==> src/rtl/input_seq_pkg.sv <==
// Shared types for the key input sequencer: dispatch states, FIFO entry layout, key flag codes.
package input_seq_pkg;

    typedef enum logic [1:0] {
        IDLE        = 2'd0,
        WAIT_CALC   = 2'd1,
        SHOW_RESULT = 2'd2
    } state_e;

    typedef struct packed {
        logic       is_enter;
        logic [3:0] code;
    } key_entry_t;

    localparam logic [1:0] FLAG_DIGIT = 2'b01;
    localparam logic [1:0] FLAG_ENTER = 2'b10;

    // Only pure digit or pure Enter events are worth queuing.
    function automatic logic flags_ok(input logic [1:0] flags);
        return (flags == FLAG_DIGIT) || (flags == FLAG_ENTER);
    endfunction

endpackage

==> src/rtl/input_sequencer_key_fifo.sv <==
// Small synchronous key FIFO; a push into a full FIFO succeeds only if a pop happens in the same cycle.
module key_fifo
    import input_seq_pkg::*;
#(
    parameter int DEPTH = 4
) (
    input  logic                     clk,
    input  logic                     reset,
    input  logic                     push,
    input  key_entry_t               push_data,
    input  logic                     pop,
    output key_entry_t               head,
    output logic                     full,
    output logic                     empty,
    output logic [$clog2(DEPTH):0]   level
);
    localparam int AW = $clog2(DEPTH);
    localparam logic [AW:0] FULL_LVL = (AW+1)'(DEPTH);

    key_entry_t    mem [DEPTH];
    logic [AW-1:0] wr_ptr, rd_ptr;
    logic          wr_en, rd_en;

    assign full  = (level == FULL_LVL);
    assign empty = (level == '0);
    assign rd_en = pop && !empty;
    assign wr_en = push && (!full || rd_en);
    assign head  = mem[rd_ptr];

    always_ff @(posedge clk) begin
        if (!reset) begin
            wr_ptr <= '0;
            rd_ptr <= '0;
            level  <= '0;
        end else begin
            if (wr_en) begin
                mem[wr_ptr] <= push_data;
                wr_ptr      <= wr_ptr + 1'b1;
            end
            if (rd_en) rd_ptr <= rd_ptr + 1'b1;
            case ({wr_en, rd_en})
                2'b10:   level <= level + 1'b1;
                2'b01:   level <= level - 1'b1;
                default: ;
            endcase
        end
    end

endmodule

==> src/rtl/input_sequencer.sv <==
// Queues PS/2 key events and dispatches digits to shift_reg and Enter to the calc fsm.
// Optional calc_done watchdog enabled by defining INPUT_SEQ_TIMEOUT_EN.
module input_sequencer
    import input_seq_pkg::*;
#(
    parameter int FIFO_DEPTH   = 4,
    parameter int MAX_DIGITS   = 4,
    parameter int CALC_TIMEOUT = 1024
) (
    input  logic                          clk,
    input  logic                          reset,
    input  logic                          key_valid,
    input  logic [3:0]                    key_code,
    input  logic [1:0]                    key_flags,
    output logic                          digit_strobe,
    output logic [3:0]                    digit_data,
    output logic                          sr_clear,
    output logic                          calc_start,
    input  logic                          calc_done,
    output logic                          disp_sel,
    output logic                          busy,
    output logic                          key_dropped,
    output logic                          err_timeout,
    output logic [$clog2(FIFO_DEPTH):0]   fifo_level
);
    localparam int CW = $clog2(MAX_DIGITS + 1);
    localparam logic [CW-1:0] CNT_MAX = CW'(MAX_DIGITS);

    state_e     state, state_d;
    logic [CW-1:0] count, count_d;
    logic       in_vld;
    key_entry_t in_entry;
    key_entry_t head;
    logic       full, empty, pop, tmo_hit;
    logic       digit_strobe_d, sr_clear_d, calc_start_d, disp_sel_d;
    logic [3:0] digit_data_d;

    // Input register keeps the PS/2 strobe off the FIFO write path.
    always_ff @(posedge clk) begin
        if (!reset) in_vld <= 1'b0;
        else        in_vld <= key_valid && flags_ok(key_flags);
        in_entry.is_enter <= (key_flags == FLAG_ENTER);
        in_entry.code     <= key_code;
    end

    key_fifo #(.DEPTH(FIFO_DEPTH)) u_fifo (
        .clk       (clk),
        .reset     (reset),
        .push      (in_vld),
        .push_data (in_entry),
        .pop       (pop),
        .head      (head),
        .full      (full),
        .empty     (empty),
        .level     (fifo_level)
    );

`ifdef INPUT_SEQ_TIMEOUT_EN
    localparam int TW = $clog2(CALC_TIMEOUT);
    localparam logic [TW-1:0] TMO_LAST = TW'(CALC_TIMEOUT - 1);
    logic [TW-1:0] tmo_cnt;

    assign tmo_hit = (state == WAIT_CALC) && !calc_done && (tmo_cnt == TMO_LAST);

    always_ff @(posedge clk) begin
        if (!reset) begin
            tmo_cnt     <= '0;
            err_timeout <= 1'b0;
        end else begin
            tmo_cnt <= (state == WAIT_CALC) ? tmo_cnt + 1'b1 : '0;
            if (tmo_hit) err_timeout <= 1'b1;
        end
    end
`else
    wire unused_calc_timeout = ^CALC_TIMEOUT;
    assign tmo_hit     = 1'b0;
    assign err_timeout = 1'b0;
`endif

    always_comb begin
        state_d        = state;
        count_d        = count;
        pop            = 1'b0;
        digit_strobe_d = 1'b0;
        digit_data_d   = '0;
        sr_clear_d     = 1'b0;
        calc_start_d   = 1'b0;
        disp_sel_d     = disp_sel;
        case (state)
            IDLE: if (!empty) begin
                pop = 1'b1;
                if (!head.is_enter) begin
                    if (count != CNT_MAX) begin
                        digit_strobe_d = 1'b1;
                        digit_data_d   = head.code;
                        count_d        = count + 1'b1;
                    end
                end else if (count != '0) begin
                    calc_start_d = 1'b1;
                    state_d      = WAIT_CALC;
                end
            end
            WAIT_CALC: if (calc_done) begin
                state_d    = SHOW_RESULT;
                disp_sel_d = 1'b1;
            end else if (tmo_hit) begin
                sr_clear_d = 1'b1;
                count_d    = '0;
                disp_sel_d = 1'b0;
                state_d    = IDLE;
            end
            // A digit ends the result view but stays queued for the next IDLE slot.
            SHOW_RESULT: if (!empty) begin
                if (head.is_enter) begin
                    pop = 1'b1;
                end else begin
                    sr_clear_d = 1'b1;
                    count_d    = '0;
                    disp_sel_d = 1'b0;
                    state_d    = IDLE;
                end
            end
            default: state_d = IDLE;
        endcase
    end

    always_ff @(posedge clk) begin
        if (!reset) begin
            state        <= IDLE;
            count        <= '0;
            digit_strobe <= 1'b0;
            digit_data   <= '0;
            sr_clear     <= 1'b0;
            calc_start   <= 1'b0;
            disp_sel     <= 1'b0;
            key_dropped  <= 1'b0;
        end else begin
            state        <= state_d;
            count        <= count_d;
            digit_strobe <= digit_strobe_d;
            digit_data   <= digit_data_d;
            sr_clear     <= sr_clear_d;
            calc_start   <= calc_start_d;
            disp_sel     <= disp_sel_d;
            if (in_vld && full && !pop) key_dropped <= 1'b1;
        end
    end

    assign busy = (state == WAIT_CALC);

endmodule

==> config.mk <==
export PLATFORM = sky130hd
export DESIGN_NAME = input_sequencer
export DESIGN_NICKNAME = d
export VERILOG_FILES = /design/src/rtl/input_seq_pkg.sv /design/src/rtl/input_sequencer_key_fifo.sv /design/src/rtl/input_sequencer.sv
export SDC_FILE = /design/constraint.sdc
export NUM_CORES = 1
export LEC_CHECK = 0
export CAP_MARGIN = 5
export CORE_AREA = 2 2 52 90
export CTS_BUF_LIST = sky130_fd_sc_hd__clkbuf_16
export DETAILED_ROUTE_END_ITERATION = 7
export DIE_AREA = 0 0 54 92
export PLACE_DENSITY = 0.68
export RECOVER_POWER = 50
export SLEW_MARGIN = 20
export SYNTH_ARGS = -nofsm -noshare
export SYNTH_HDL_FRONTEND = slang
export SYNTH_SLANG_ARGS = --single-unit
==> constraint.sdc <==
create_clock -name clk -period 3 [get_ports clk]
set_input_delay 0.6 -clock clk [delete_from_list [all_inputs] [get_ports clk]]
set_output_delay 0.6 -clock clk [all_outputs]
set_load 0.02 [all_outputs]
======== Word level (Yosys, flattened, before mapping) ========
Memories as Yosys holds them, arrays and structs flattened. A register that Yosys moved wholly into a read port is not among the register bits.
Cells that the tools add are included.
cells by class
  $add $sub $neg .......................... 5
  eq/ne operators ......................... 16
  muxes and demuxes ....................... 30
  bitwise gates (word level) .............. 5
  reductions and logical operators ........ 23
operator list
  kind                                                             count
  2-bit two-way mux                                                8
  2-bit != test, second input constant                             8
  3-bit two-way mux                                                5
  1-bit two-way mux                                                12
  3-bit case mux with 2 select lines                               2
  6-bit AND reduction                                              2
  4-bit OR reduction                                               2
  3-bit by 1-bit adder with 3-bit output, second input constant    2
  2-bit by 1-bit == test with 1-bit output, second input constant  3
  2-bit == test, second input constant                             3
  2-bit case mux with 3 select lines                               1
  2-bit nonzero test                                               3
  1-bit logical AND                                                5
  1-bit NOT                                                        5
  5-bit OR reduction                                               1
  2-bit by 1-bit adder with 2-bit output, second input constant    2
  1-bit case mux with 2 select lines                               2
  4-bit AND reduction                                              1
  3-bit == test, second input constant                             1
  1-bit logical NOT                                                3
  3-bit logical NOT                                                1
  3-bit != test, second input constant                             1
  3-bit nonzero test                                               1
  3-bit OR reduction                                               1
  3 further kinds                                                  4
word-level totals
  register bits ........................... 27
  memory bits (writable) .................. 20
  input port bits ......................... 10
  output and inout port bits .............. 14
  logic and storage cells ................. 94
  memories ................................ 1
memory list
  name        words  bits a word  rd ports  clocked after Yosys merged registers in  wr ports  line                            RTL
  u_fifo.mem  4      5            1         1                                        1         input_sequencer_key_fifo.sv:20  key_entry_t mem [DEPTH];

======== Longest topological paths before layout ========
  depth in word-level cells ............... 9
  depth in mapped cells ................... 10
  mapped depth without buffers ............ 9

======== Hierarchy ========
A second synthesis with hierarchy kept.
second synthesis, totals
  cells, all modules ...................... 164
  area total of the unflattened synthesis .. 2029.4 sq um
by module, submodules not included
  module           times used  cells an instance  area an instance (sq um)  sequential area each (sq um)
  key_fifo         1           93                 1306.3                    780.7
  input_sequencer  1           71                 723.2                     400.4

======== Least setup slack after synthesis ========
Ideal clock, no wire load.
  kind .................................... reg2reg
  start ................................... reg u_fifo.level[0]
  end ..................................... reg u_fifo.level[2]
  setup time .............................. 0.073 ns
  arrival time ............................ 2.560 ns
  data required time ...................... 2.927 ns
  slack ................................... 0.367 ns
  cell stages (with the launch flop) ...... 10
  path buffers ............................ 0
  period minus slack after synthesis ...... 2.633 ns
  path through ............................ dfxtp_1 -> nor3_1 -> a311o_1 -> a21oi_1 -> inv_1 -> ha_1 -> fa_1 -> xnor2_1 -> or3_1 -> a21oi_1
between the ends
  word-level cells in the longest chain between the ends .. 8
  elaborated cells between the ends (all ways) .. 16
  classes of those cells .................. add/sub: 2; eq/ne: 3; mux: 4; reduce/logical: 7
ends and longest elaborated chain
  what                                                                       line                                           RTL
  from (decl)                                                                input_sequencer_key_fifo.sv:15                 output logic [$clog2(DEPTH):0] level
  from (signal assigned)                                                     input_sequencer_key_fifo.sv:42                 2'b10: level <= level + 1'b1;
  from (signal assigned)                                                     input_sequencer_key_fifo.sv:43                 2'b01: level <= level - 1'b1;
  3-bit logical NOT                                                          input_sequencer_key_fifo.sv:25                 assign empty = (level == '0);
  1-bit two-way mux, on equally long branches                                input_sequencer.sv:113, input_sequencer.sv:90
  1-bit case mux with 2 select lines                                         input_sequencer.sv:89                          case (state)
  1-bit logical AND                                                          input_sequencer_key_fifo.sv:26                 assign rd_en = pop && !empty;
  1-bit logical OR                                                           input_sequencer_key_fifo.sv:27                 assign wr_en = push && (!full || rd_en);
  1-bit logical AND                                                          input_sequencer_key_fifo.sv:27
  2-bit by 1-bit == test with 1-bit output or 2-bit == test (tied branches)  input_sequencer_key_fifo.sv:41                 case ({wr_en, rd_en})
  3-bit case mux with 2 select lines or 2-bit nonzero test (tied branches)   --
Several ways; a longest one is shown, not always the timed one.
A chain may end at the register's enable or synchronous reset.

======== Worst setup path in the final report ========
Ends and elaborated chain as after synthesis.

==> flow_summary.json <==
{
  "outcome": "completed",
  "slowest_stage": "dfxtp_1",
  "cts_tree": "yes",
  "finalSetupViolCount": 0,
  "worst_slack_ns": 0.2834,
  "reg2reg_slack_ns": 0.28,
  "routed_wirelength_um": 3456,
  "crit_top_cell": "a21oi_1",
  "start_util_pct": 46.64,
  "final_util_pct": 56.94,
  "first_iter_violations": 29,
  "dp_slack_ns": 0.3067,
  "synth_flop_cell": "dfxtp_1",
  "r2r_cells": 9,
  "dp_hpwl_um": 2565,
  "fin_setup_tns_ns": 0,
  "maxCapViolations": 0,
  "clock-sinks": 49,
  "port_buffers": 22,
  "finalNetCount": 207,
  "rsz0062_at_grt": "no",
  "hold_path_class": "reg2reg",
  "routed_via_density": 5.213,
  "syn_avg_cell_area_um2": 12.69,
  "yosys_warnings": 0,
  "hold_viol": 0,
  "final.setup_skew_ns": 0.003443,
  "syn-cell-area_um2": 2017,
  "synth.net_count": 178,
  "start_kind": "flip-flop",
  "ant_nets": 0,
  "crit_start": "u_fifo.level[0]",
  "grt.total_usage_pct": 16.44,
  "overflow": 0,
  "yosysSeqAreaShare_pct": 58.56,
  "criticalPathCategory": "reg2reg",
  "die_y_um": 92,
  "syn_to_final_growth_pct": 22.08,
  "regToRegEndpoint": "u_fifo.level[2]",
  "worst_pin_slew_ns": 0.6594,
  "root_buffer": "clkbuf_16",
  "hold_buffers": 0,
  "core_um2": 4324,
  "vias": 1251,
  "path_cells": "nor3_1 -> a311o_1 -> a21oi_1 -> inv_1 -> ha_1 -> fa_1 -> xnor2_1 -> or3_1 -> a21oi_1",
  "ys_ff_latch": 49,
  "dr.pass1.iters": 4,
  "die_w_um": 54,
  "p_leak_nw": 0.9229,
  "grt_pass1_wl_um": 5927,
  "min_period_ns": 2.717,
  "cts_buffers": 5,
  "max_freq_mhz": 368.1,
  "routabilityCongestion": 0.6815,
  "die-area_um2": 4968,
  "slew_headroom_pct": 55.70,
  "layout-drive-gt1-share_pct": 12.70,
  "slowest_delay_ns": 0.46,
  "cp.required_ns": 3.21,
  "timing.hold.ws_ns": 0.4598,
  "worst_ep_arrival_time_ns": 2.92,
  "grt_max_degree": 19,
  "slew_viol_final": 0,
  "htree_num_levels": 2,
  "synth.distinct_cells": 42,
  "endpoint": "u_fifo.level[2]",
  "routedWlPerCell_um": 14.40,
  "finalCritPeriodShare_pct": 90.55,
  "peakVddDrop_uv": 422.1,
  "clkLatencyLatePin_ns": 0.28,
  "worstPathMaxFanout": 6,
  "cts.clk_slew.worst_paths_ns": 0.07,
  "cts_resized": 0,
  "syn_inst": 159,
  "async_flop_share_pct": 0,
  "synth-edff-count": 20,
  "rows": 32,
  "antenna_found_initial": 0,
  "r2r_start": "u_fifo.level[0]",
  "io_pins": 24,
  "clockBufferDepth": 2,
  "grt_pass1_vias": 1276,
  "diodes": 0,
  "finalPower_w": 0.001867,
  "route.detailed.drc": 0,
  "end_kind": "flip-flop",
  "cts_setup_buffers": 0,
  "powerDensity_nw_per_um2": 758.3
}
## per-stage QoR
step	instances	instance area, µm²
finish	240	2462
global route	240	2462
CTS	240	2462
detailed placement	232	2308
global placement	232	2308
floorplan	159	2017
## how the worst min path moves through the flow
stage	cells after the start	endpoint	slack, ns	start
2_1_floorplan	0	u_fifo.mem[0][0]	0.44	in_entry[0]
3_3_place_gp	2	key_dropped	0.43	key_dropped
3_5_place_dp	2	key_dropped	0.45	key_dropped
4_1_cts	2	key_dropped	0.46	key_dropped
5_1_grt	2	key_dropped	0.50	key_dropped
6_report	2	key_dropped	0.46	key_dropped
## power by group
group          switching [W]  internal (W)
registers          0.0000644      0.000758
logic               0.000238      0.000229
clock network       0.000256      0.000321
total               0.000558       0.00131
## cell usage in the layout, fill, tap and decap left out, drive strengths merged
cell	Yosys	routed
a211oi	1	1
a21oi	8	8
a311o	1	1
a311oi	1	1
a31o	1	1
and2	1	1
and3	1	1
buf	3	6
clkbuf	3	5
clkdlybuf4s50	0	11
clkinv	1	1
conb	1	1
dfxtp	29	29
dlygate4sd3	0	11
edfxtp	20	20
fa	1	1
ha	8	8
inv	9	12
mux2	2	2
mux2i	5	5
mux4	5	5
nand2	11	11
nand2b	4	4
nand3	2	2
nand3b	1	1
nand4	2	2
nor2	9	9
nor2b	5	5
nor3	3	3
nor3b	5	5
o211ai	1	1
o21a	1	1
o21ai	3	3
o221ai	1	1
o31ai	3	3
or2	1	1
or3	3	3
or3b	1	1
xnor2	1	1
xor2	1	1
## cells by family after synthesis
| logic type | after synthesis | share of synthesized area (%) |
|---|---|---|
| flip-flops | 49 | 58.56 |
| AND/OR/NAND/NOR | 49 | 13.77 |
| AO/OA/AOI/OAI | 21 | 7.010 |
| buffers and inverters | 16 | 3.721 |
| multiplexers | 12 | 9.925 |
| adder cells (fa/ha/maj) | 9 | 5.956 |
| XOR/XNOR | 2 | 0.8686 |
| other | 1 | 0.1859 |
## worst max-delay path: cells and delay by family, from the launching register on
kind | cells | cell delay, ns
compound gates | 3 | 0.87
flops | 1 | 0.46
simple gates | 2 | 0.47
xor+xnor | 1 | 0.15
buf+inv | 1 | 0.08
fa+ha+maj | 2 | 0.60
## state kept, by name, indices dropped and copies added, names as in the netlist, named ones only
name and count:
calc_start 1, count 3, digit_data 4, digit_strobe 1
disp_sel 1, in_entry 5, in_vld 1, key_dropped 1
sr_clear 1, state 2, u_fifo.level 3, u_fifo.mem 20
u_fifo.rd_ptr 2, u_fifo.wr_ptr 2
## layout make-up
cell class	instances	area, µm²
clock buffer	5	125.1
clock inverter	3	28.78
fill	369	1862
inverter	10	37.54
multi-input combinational	94	760.7
sequential	49	1181
tap	51	63.81
timing repair buffer	28	265.3
## layer usage
metal | share of wire, % | global-route usage (%) | vias up
met5 | 0 | 0 | -
met4 | 0.95 | 6.250 | 0
met3 | 2.1 | 3.420 | 2
met2 | 59 | 29.67 | 20
met1 | 38 | 17.70 | 602
li1 | - | - | 627
## synth_stat cells, types with 2 or more instances
cell,n,area [µm²]
mux2i_1,5,50.05
nand2_1,11,41.29
inv_1,9,33.78
a21oi_1,8,40.04
nor3b_1,5,37.54
ha_1,8,100.1
nand4_1,2,12.51
o21ai_0,3,15.01
or3_1,3,18.77
edfxtp_1,20,600.6
nand2b_1,4,25.02
dfxtp_1,29,580.6
mux4_1,4,105.1
clkbuf_1,3,11.26
nor3_1,2,10.01
buf_4,2,15.01
o31ai_1,3,22.52
mux2_2,2,22.52
nor2_1,9,33.78
nor2b_1,5,31.28
(Power assumes the default switching activity.)
